$ cat config.mk
export PLATFORM = sky130hd
export DESIGN_NAME = sm83_alu_flags
export DESIGN_NICKNAME = d
export VERILOG_FILES = /design/src/rtl/sm83_alu_flags.sv
export SDC_FILE = /design/constraint.sdc
export NUM_CORES = 1
export LEC_CHECK = 0
export CAP_MARGIN = 20
export CORE_MARGIN = 4
export CORE_UTILIZATION = 24
export CTS_CLUSTER_SIZE = 14
export DETAILED_ROUTE_END_ITERATION = 7
export PLACE_DENSITY_LB_ADDON = 0.1
export SLEW_MARGIN = 20
export SYNTH_ARGS = -nofsm -noshare
export SYNTH_HDL_FRONTEND = slang
export SYNTH_SLANG_ARGS = --single-unit
$ cat constraint.sdc
create_clock -name clk -period 1.1 [get_ports clk]
set_input_delay 0.22 -clock clk [delete_from_list [all_inputs] [get_ports clk]]
set_output_delay 0.22 -clock clk [all_outputs]
set_load 0.01 [all_outputs]
$ cat src/rtl/sm83_alu_flags.sv
// SM83 flag register file: Z/N/H/C flags, primary carry buffer for chained
// 16-bit arithmetic, and ALU carry-in selection.
module sm83_alu_flags #(
    parameter int WORD_SIZE = 8
) (
    input  logic                 clk,
    input  logic                 reset,
    input  logic [WORD_SIZE-1:0] alu_res,
    input  logic                 alu_cout,
    input  logic                 alu_hcout,
    input  logic                 shift_out,
    input  logic                 daa_carry_out,
    input  logic [WORD_SIZE-1:0] dbus,
    input  logic                 flags_load,
    input  logic [3:0]           flags_we,
    input  logic                 z_clr,
    input  logic                 n_val,
    input  logic [1:0]           h_src,
    input  logic [2:0]           c_src,
    input  logic                 pri_we,
    input  logic                 pri_clr,
    input  logic [1:0]           cin_sel,
    output logic                 alu_cin,
    output logic                 zero,
    output logic                 carry,
    output logic                 pri_carry,
    output logic                 daa_carry,
    output logic [WORD_SIZE-1:0] flags_out
);

    logic z_q, n_q, h_q, c_q, pri_q;
    logic z_d, n_d, h_d, c_d, pri_d;
    logic z_wr, h_wr, c_wr;

    // Only dbus[7:4] carries the flag image; the rest is ignored.
    logic dbus_unused;
    assign dbus_unused = ^dbus;

    // Per-flag write values selected from the ALU status and control sources.
    always_comb begin
        z_wr = (alu_res == '0) && !z_clr;
        h_wr = 1'b0;
        c_wr = c_q;
        case (h_src)
            2'd0: h_wr = alu_hcout;
            2'd1: h_wr = 1'b0;
            2'd2: h_wr = 1'b1;
            2'd3: h_wr = !alu_hcout;
            default: h_wr = 1'b0;
        endcase
        case (c_src)
            3'd0: c_wr = alu_cout;
            3'd1: c_wr = !alu_cout;
            3'd2: c_wr = shift_out;
            3'd3: c_wr = daa_carry_out | c_q;
            3'd4: c_wr = !c_q;
            3'd5: c_wr = 1'b1;
            default: c_wr = c_q;
        endcase
    end

    // Next-state: POP AF image wins over per-flag enables; primary carry is independent.
    always_comb begin
        z_d = z_q;
        n_d = n_q;
        h_d = h_q;
        c_d = c_q;
        if (flags_load) begin
            {z_d, n_d, h_d, c_d} = dbus[7:4];
        end else begin
            if (flags_we[3]) z_d = z_wr;
            if (flags_we[2]) n_d = n_val;
            if (flags_we[1]) h_d = h_wr;
            if (flags_we[0]) c_d = c_wr;
        end
        pri_d = pri_q;
        if (pri_clr) begin
            pri_d = 1'b0;
        end else if (pri_we) begin
            pri_d = alu_cout;
        end
    end

    // Flag and primary carry registers with synchronous reset.
    always_ff @(posedge clk) begin
        if (reset) begin
            z_q   <= 1'b0;
            n_q   <= 1'b0;
            h_q   <= 1'b0;
            c_q   <= 1'b0;
            pri_q <= 1'b0;
        end else begin
            z_q   <= z_d;
            n_q   <= n_d;
            h_q   <= h_d;
            c_q   <= c_d;
            pri_q <= pri_d;
        end
    end

    // Carry-in mux straight from registered state, no added latency.
    always_comb begin
        alu_cin = 1'b0;
        case (cin_sel)
            2'd0: alu_cin = 1'b0;
            2'd1: alu_cin = c_q;
            2'd2: alu_cin = pri_q;
            2'd3: alu_cin = 1'b1;
            default: alu_cin = 1'b0;
        endcase
    end

    // Flag byte image; the low nibble is hard-wired to zero.
    always_comb begin
        flags_out      = '0;
        flags_out[7:4] = {z_q, n_q, h_q, c_q};
    end

    assign zero      = z_q;
    assign carry     = c_q;
    assign pri_carry = pri_q;
    assign daa_carry = h_q;

endmodule

Word level (Yosys, flattened, before mapping)
Index checks and enable logic that the tools add are counted.
{"block": "word_totals", "reg_bits": 5, "in_bits": 38, "output_inout_bits": 13, "word_cells": 44}
{"block": "classes", "n_eq_ne": 11, "muxes": 11, "bitwise_logic": 1, "reduce_logical": 16}
{"operator": "== test 2 bit (second input constant)", "count": 4}
{"operator": "logical NOT 8 bit", "count": 1}
{"operator": "2-to-1 mux 1 bit", "count": 8}
{"operator": "case mux 1 bit (4 select lines)", "count": 2}
{"operator": "nonzero test 2 bit", "count": 4}
{"operator": "nonzero test 7 bit", "count": 1}
{"operator": "== test 3 x 2 -> 1 bit (second input constant)", "count": 2}
{"operator": "== test 3 bit (second input constant)", "count": 2}
{"operator": "case mux 1 bit (6 select lines)", "count": 1}
{"operator": "== test 2 x 1 -> 1 bit (second input constant)", "count": 2}
{"operator": "logical NOT 1 bit", "count": 4}
{"operator": "logical NOT 2 bit", "count": 2}
{"operator": "== test 3 x 1 -> 1 bit (second input constant)", "count": 1}
{"operator": "logical NOT 3 bit", "count": 1}
{"operator": "AND reduction 2 bit", "count": 1}
{"operator": "OR reduction 2 bit", "count": 1}
{"operator": "logical AND 1 bit", "count": 1}
{"operator": "OR 1 bit", "count": 1}

Longest topological paths before layout
Gate-level depths: netlist of run 1.
{"block": "logic_depth", "ltp_word": 4, "ltp_mapped": 4, "mapped_depth_nobuf": 4}

Worst setup path before layout of run 1
Ideal clock, no wire load.
{"block": "synth_path", "path_type": "flip-flop to flip-flop", "startpoint": "register c_q (netlist: carry)", "endpoint": "register c_q (netlist: carry)", "setup_time_ps": 130, "arrival_time_ps": 822, "required_time_ps": 970, "slack_ps": 149, "stages_incl_launch_ff": 4, "n_path_buf": 0, "period_less_slack_ps": 951, "cell_sequence": "dfxtp_1 nand4_1 a22oi_2 o41ai_2"}
{"block": "synth_between", "elab_chain_cells": 4, "elab_cells_between_ends": 5, "cone_classes": "3 x mux; 1 x bitwise; 1 x reduce/logical"}
{"element": "start, declared", "line": "31", "rtl": "logic z_q, n_q, h_q, c_q, pri_q;"}
{"element": "start signal, assigned", "line": "90", "rtl": "c_q <= 1'b0;"}
{"element": "start signal, assigned", "line": "96", "rtl": "c_q <= c_d;"}
{"element": "OR 1 bit / logical NOT 1 bit (equally long branches)", "line": "55, 56"}
{"element": "case mux 1 bit (6 select lines) *", "line": "51", "rtl": "case (c_src)"}
{"element": "2-to-1 mux 1 bit *", "line": "74", "rtl": "if (flags_we[0]) c_d = c_wr;"}
{"element": "2-to-1 mux 1 bit *", "line": "68", "rtl": "if (flags_load) begin"}
Mark *: on every way between the ends. The rest lies on a longest branch, timed or not. The select of a mux whose other input is x is not followed.
A chain may end at the register's enable or synchronous reset.

Worst setup path after layout of run 1
{"block": "layout_path", "startpoint": "register pri_q (netlist: pri_carry)", "endpoint": "output alu_cin"}
{"block": "layout_between", "elab_chain_cells": 1}
{"element": "start, declared", "line": "31"}
{"element": "start signal, assigned", "line": "97", "rtl": "pri_q <= pri_d;"}
{"element": "case mux 1 bit (4 select lines)", "line": "104", "rtl": "case (cin_sel)"}
{"element": "end, declared", "line": "23", "rtl": "output logic alu_cin,"}
No other way between the ends.

==> metrics.txt, run 1 <==
IO Port Bufs=42; Die W=48.4 microns; clock network power share=31.3%; Main synth FF type=dfxtp_1; Post-synth EDFFs=0; Sw Ratio=26.2%; row cnt=14; Yosys warnings=0; n_diodes=0; LEAKAGE=0.000482 uW; final setup skew=0 ns; Yosys cell types=23; total negative setup slack=0 ns; max-slew violations=0; CTS H-tree lvls=1; commonest non-fill, non-tap cell in the layout=clkdlybuf4s50_1; flop2flop setup slack=0.13 ns; Core Util, Final=58.5%; Logic pwr share=38.6%; Pwr per Cell Area=754 mW/mm^2; grt peak-use layer=met2; crit path DAT=0.85 ns; CP Data Required Time=0.88 ns; type of origin of the critical path=flip-flop; achievable clock frequency=936 MHz; Power Internal=496 uW; Longest Clk Path Bufs=2; Total GRT Usage=10.2%; Yosys top cell area share=25.6%; Post-DRT Antenna Nets=0; Clock Tree Root=clkbuf_4; HP Class=in -> reg; Avg Inst Size Synth=7.68 sq um; first-pass GRT wire length=1930 microns; Final Net Count=137; via/cell ratio=4.37; core box area=0.00152 sq mm; Synth area leader=dfxtp_1; sequential share of power=30.1%; met1 GRT Util=9.57%; clock sink count=5; Period minus WS final=1.07 ns; Via Count=498; sequential fraction of the synthesis area=25.6%; status=complete, no violations; total net switching power=176 uW; layout cells sized above 1=27.6%; antenna violations before repair=0; number of I/O pins=51; GRT met2 Usage=18.5%; Max Cap Viol=0; drt total wl=1280 microns; Post-CTS Setup Repair Bufs=0; CTS tree=done; die height=48.4 microns; RePlAce Congestion=0.682; DR pass1 iterations=2; die area=0.00234 sq mm; Critical Path Fanout Max=2; async set-or-reset flop fraction in the synthesized netlist=0%; RSZ-0062 raised after global routing=true; Overflow after GRT=0; hold violation count in the final report=0; Final setup viols=0; Syn Inst Count=51; Synth area leaders=dfxtp_1, buf_4, mux2i_1; Fill cells=162; hpwl dp=1060 microns; commonest non-fill, non-tap cells in the layout=clkdlybuf4s50_1, dlymetal6s2s_1, nor2_1; CTS buffer count=3; starting DRC count in detailed routing=1; largest net degree at the start of global routing=9; Crit Path Class=reg -> out; Area growth syn-to-layout=127%; GR Util met3=5.83%; DRC Markers=0; starting density of the core=25.7%; #FFs+latches synth=5; CP Capture Type=output pin; cell area after synthesis=392 sq um; drt wl/cell=11.2 microns; fin crit share=97.1%; vias in the first global route=479; Reg clk slew, reported paths=0.04 ns; clk_lat worst skew=0.24 ns; Max IR drop VDD=0.000459 V
-- per-layer routing --
layer	vias up	wire, microns	part of all wire (%)
li1	259	-	-
met2	22	698	54
met5	-	0	0
met1	217	464	36
met3	0	119	9.3
met4	0	0	0
-- state kept, by name, summed over array words and instances (netlist names) --
register,flops
carry,1
zero,1
n_q,1
daa_carry,1
pri_carry,1
-- area by class of cell --
cell class | instances | area, sq um | share of cell area (%)
Inverter | 3 | 11.3 | 1.26
Clock buffer | 4 | 26.3 | 2.95
Timing Repair Buffer | 49 | 469 | 52.7
Tap cell | 16 | 20.0 | 2.25
Multi-Input combinational cell | 37 | 262 | 29.4
Sequential cell | 5 | 103 | 11.5
-- synthesized netlist by cell type (2+ instances only) --
cell and count:
dfxtp_1 5, buf_4 8, a21oi_1 4, inv_1 3, nor2_1 8, nand2_1 2, nand2b_1 2, mux2i_1 3
nor4_1 2
-- power groups by stage --
stage          Sequential [uW]  Combinational (uW)  Clock, uW
3_5_place_dp               204                 276          0
4_1_cts                    201                 263        225
2_1_floorplan              209                96.3          0
3_3_place_gp               203                 273          0
6_report                   202                 259        210
5_1_grt                    203                 282        236
-- worst max-delay path, cell delays in order (launching register included) --
cell,delay [ns]
dfxtp_2,0.32
a21oi_2,0.11
nor2_1,0.05
buf_2,0.13
-- stage by stage --
step	worst slack (ns)	area, sq um	hold slack [ns]	power [uW]	cells
2_1_floorplan	0.149	403	0.292	306	54
3_3_place_gp	-0.489	840	0.570	477	111
3_5_place_dp	-0.523	840	0.588	480	111
4_1_cts	-0.114	855	0.529	689	115
5_1_grt	-0.0347	891	0.369	721	114
6_report	0.0322	891	0.346	672	114
-- cell families after synthesis --
group | after synthesis | synth area share [%]
AO/OA/AOI/OAI | 11 | 22.4
multiplexers | 3 | 7.67
other | 1 | 0.958
flip-flops | 5 | 25.6
XOR/XNOR | 1 | 2.24
buffers and inverters | 12 | 19.2
AND/OR/NAND/NOR | 18 | 22.0
-- path summary, 6_finish.rpt --
path                   start  cells past startpoint       to
hold / removal    alu_res[7]                      4     zero
setup reg to reg       carry                      4    carry
setup / recovery   pri_carry                      3  alu_cin
hold reg to reg         zero                      2     zero
-- repair_timing --
item / in CTS / in global routing
resized for setup: 28 / 22
endpoints found under the setup margin: 11 / 6
hold buffers: 0 / 0
pin swaps: 6 / 10
No activity file was read; power rests on OpenSTA's default activity.
==> inputs of run 2 (changes only) <==
--- a/config.mk
+++ b/config.mk
@@ -15,3 +15,4 @@
 export SYNTH_ARGS = -nofsm -noshare
 export SYNTH_HDL_FRONTEND = slang
 export SYNTH_SLANG_ARGS = --single-unit
+export TNS_END_PERCENT = 10
==> run 2 against run 1 <==
Critical endpoint is now carry. Critical path depth grew 2. Largest cell class unchanged. Register-to-register slack worse by 0.11 ns. Clock-buffer cell count stayed put. Via count fell by 0.40%. Sequential share of layout area is essentially flat. Non-clock buffer count up 1. Worst hold slack hardly changed.
==> metrics.txt, run 2 (synthesis results as in run 1) <==
status=complete, no violations; Pwr per Cell Area=755 mW/mm^2 (+0.15%); Overflow after GRT=0 (unchanged); drt total wl=1280 microns (-0.16%); IO Port Bufs=42 (unchanged); Longest Clk Path Bufs=2 (unchanged); RSZ-0062 raised after global routing=true; largest net degree at the start of global routing=9 (unchanged); Power Internal=497 uW (+0.27%); number of I/O pins=51 (unchanged); Reg clk slew, reported paths=0.04 ns (about the same); total net switching power=175 uW (-0.75%); Final setup viols=0 (unchanged); layout cells sized above 1=27.3% (-0.28 points); clk_lat worst skew=0.24 ns (about the same); Worst path slowest cell=dfxtp_2; Max Cap Viol=0 (unchanged); commonest non-fill, non-tap cell in the layout=clkdlybuf4s50_1; CP Data Required Time=1.21 ns (+0.33 ns); crit path cell chain=buf_4 -> buf_4 -> a21o_1 -> a22oi_2 -> o41ai_2; die height=48.4 microns (unchanged); starting DRC count in detailed routing=1 (unchanged); CTS tree=done; Clock Tree Root=clkbuf_4; RePlAce Congestion=0.682 (unchanged); most frequent CP cell=buf_4; Sw Ratio=26.0% (-0.20 points); via/cell ratio=4.31 (-1.3%); DP Area=840 sq um (unchanged); DRC Markers=0 (unchanged); vias in the first global route=479 (unchanged); total negative setup slack=0 ns (unchanged); achievable clock frequency=927 MHz (-0.96%); Worst path max stage delay=0.32 ns (about the same); Period minus WS final=1.08 ns (+0.0104 ns); hold violation count in the final report=0 (unchanged); DR pass1 iterations=2 (unchanged); Area growth syn-to-layout=127%; Fill cells=161 (-0.62%); CTS H-tree lvls=1 (unchanged); clock sink count=5 (unchanged); CTS buffer count=3 (unchanged); commonest non-fill, non-tap cells in the layout=clkdlybuf4s50_1, dlymetal6s2s_1, nor2_1, buf_4; Critical Path Fanout Max=3 (+1); Post-CTS Setup Repair Bufs=0 (unchanged); max-slew violations=0 (unchanged); row cnt=14 (unchanged); core box area=0.00152 sq mm (unchanged); LEAKAGE=0.000478 uW (-0.93%); type of origin of the critical path=flip-flop; n_diodes=0 (unchanged); top cell family by delay on the critical path=compound AO/OA/AOI/OAI gates; Crit Path Class=reg -> reg; final setup skew=0 ns (unchanged); Max IR drop VDD=0.000458 V (-0.22%); clock network power share=31.3% (about the same); Die W=48.4 microns (unchanged); fin crit share=98.0% (+0.95 points); drt wl/cell=11.1 microns (-1.0%); Final Net Count=138 (+0.73%); Hold Slack=0.346 ns (+0.000221 ns); CP Capture Type=flip-flop; first-pass GRT wire length=1930 microns (unchanged); antenna violations before repair=0 (unchanged); fin area=890 sq um (-0.14%); hpwl dp=1060 microns (unchanged); HP Class=in -> reg; starting density of the core=25.7% (unchanged); die area=0.00234 sq mm (unchanged); Post-DRT Antenna Nets=0 (unchanged); Total GRT Usage=10.2% (unchanged); Core Util, Final=58.4% (-0.082 points); CP bufs+invs=2 (+1); Via Count=496 (-0.40%); crit path DAT=1.19 ns (+0.34 ns); Logic pwr share=38.8% (+0.2 points); sequential share of power=29.9% (-0.2 points)
## run 2: timing repair
action | in CTS | in global routing
resized for setup | 24 | 23
hold buffers | 0 | 0
pin swaps | 2 | 9
endpoints found under the hold margin | 0 | 0
setup endpoints to repair | 11 | 8
## run 2: path summary, 6_finish.rpt
kind,startpoint,end,slack (ns),depth (start not counted)
setup reg to reg,carry,carry,0.02,5
hold / removal,alu_res[7],zero,0.35,4
setup / recovery,carry,carry,0.02,5
hold reg to reg,zero,zero,0.60,2
## run 2: power by group through the flow
stage	registers, uW	logic (uW)	clock network (uW)
floorplan	209	96.3	0
global placement	203	273	0
detailed placement	204	276	0
CTS	200	265	225
global route	202	284	236
finish	201	261	210
## run 2: cell type report
type                       count  area [sq um]  area share [%]
timing repair buffer          50           470            52.9
multi-input combinational     37           259            29.1
sequential                     5           103            11.5
clock buffer                   4          26.3            2.95
tap                           16          20.0            2.25
inverter                       3          11.3            1.27
## run 2: worst register-to-register path, stage by stage, from the launching register on
cell and delay (ns):
dfxtp_2 0.32, buf_4 0.13, buf_4 0.13, a21o_1 0.15, a22oi_2 0.16, o41ai_2 0.07
## run 2: metal layers
layer,global-route usage (%),routed length [microns]
met4,2.76,0
met3,5.83,119
met2,18.5,693
met1,9.57,467
met5,0,0
## run 2: metrics by stage
stage | total power [uW] | cells | worst slack [ns]
after floorplan | 306 | 54 | 0.149
after global placement | 477 | 111 | -0.489
after detailed placement | 480 | 111 | -0.523
after CTS | 690 | 115 | -0.114
final | 672 | 115 | 0.0218
after global routing | 722 | 115 | -0.0338
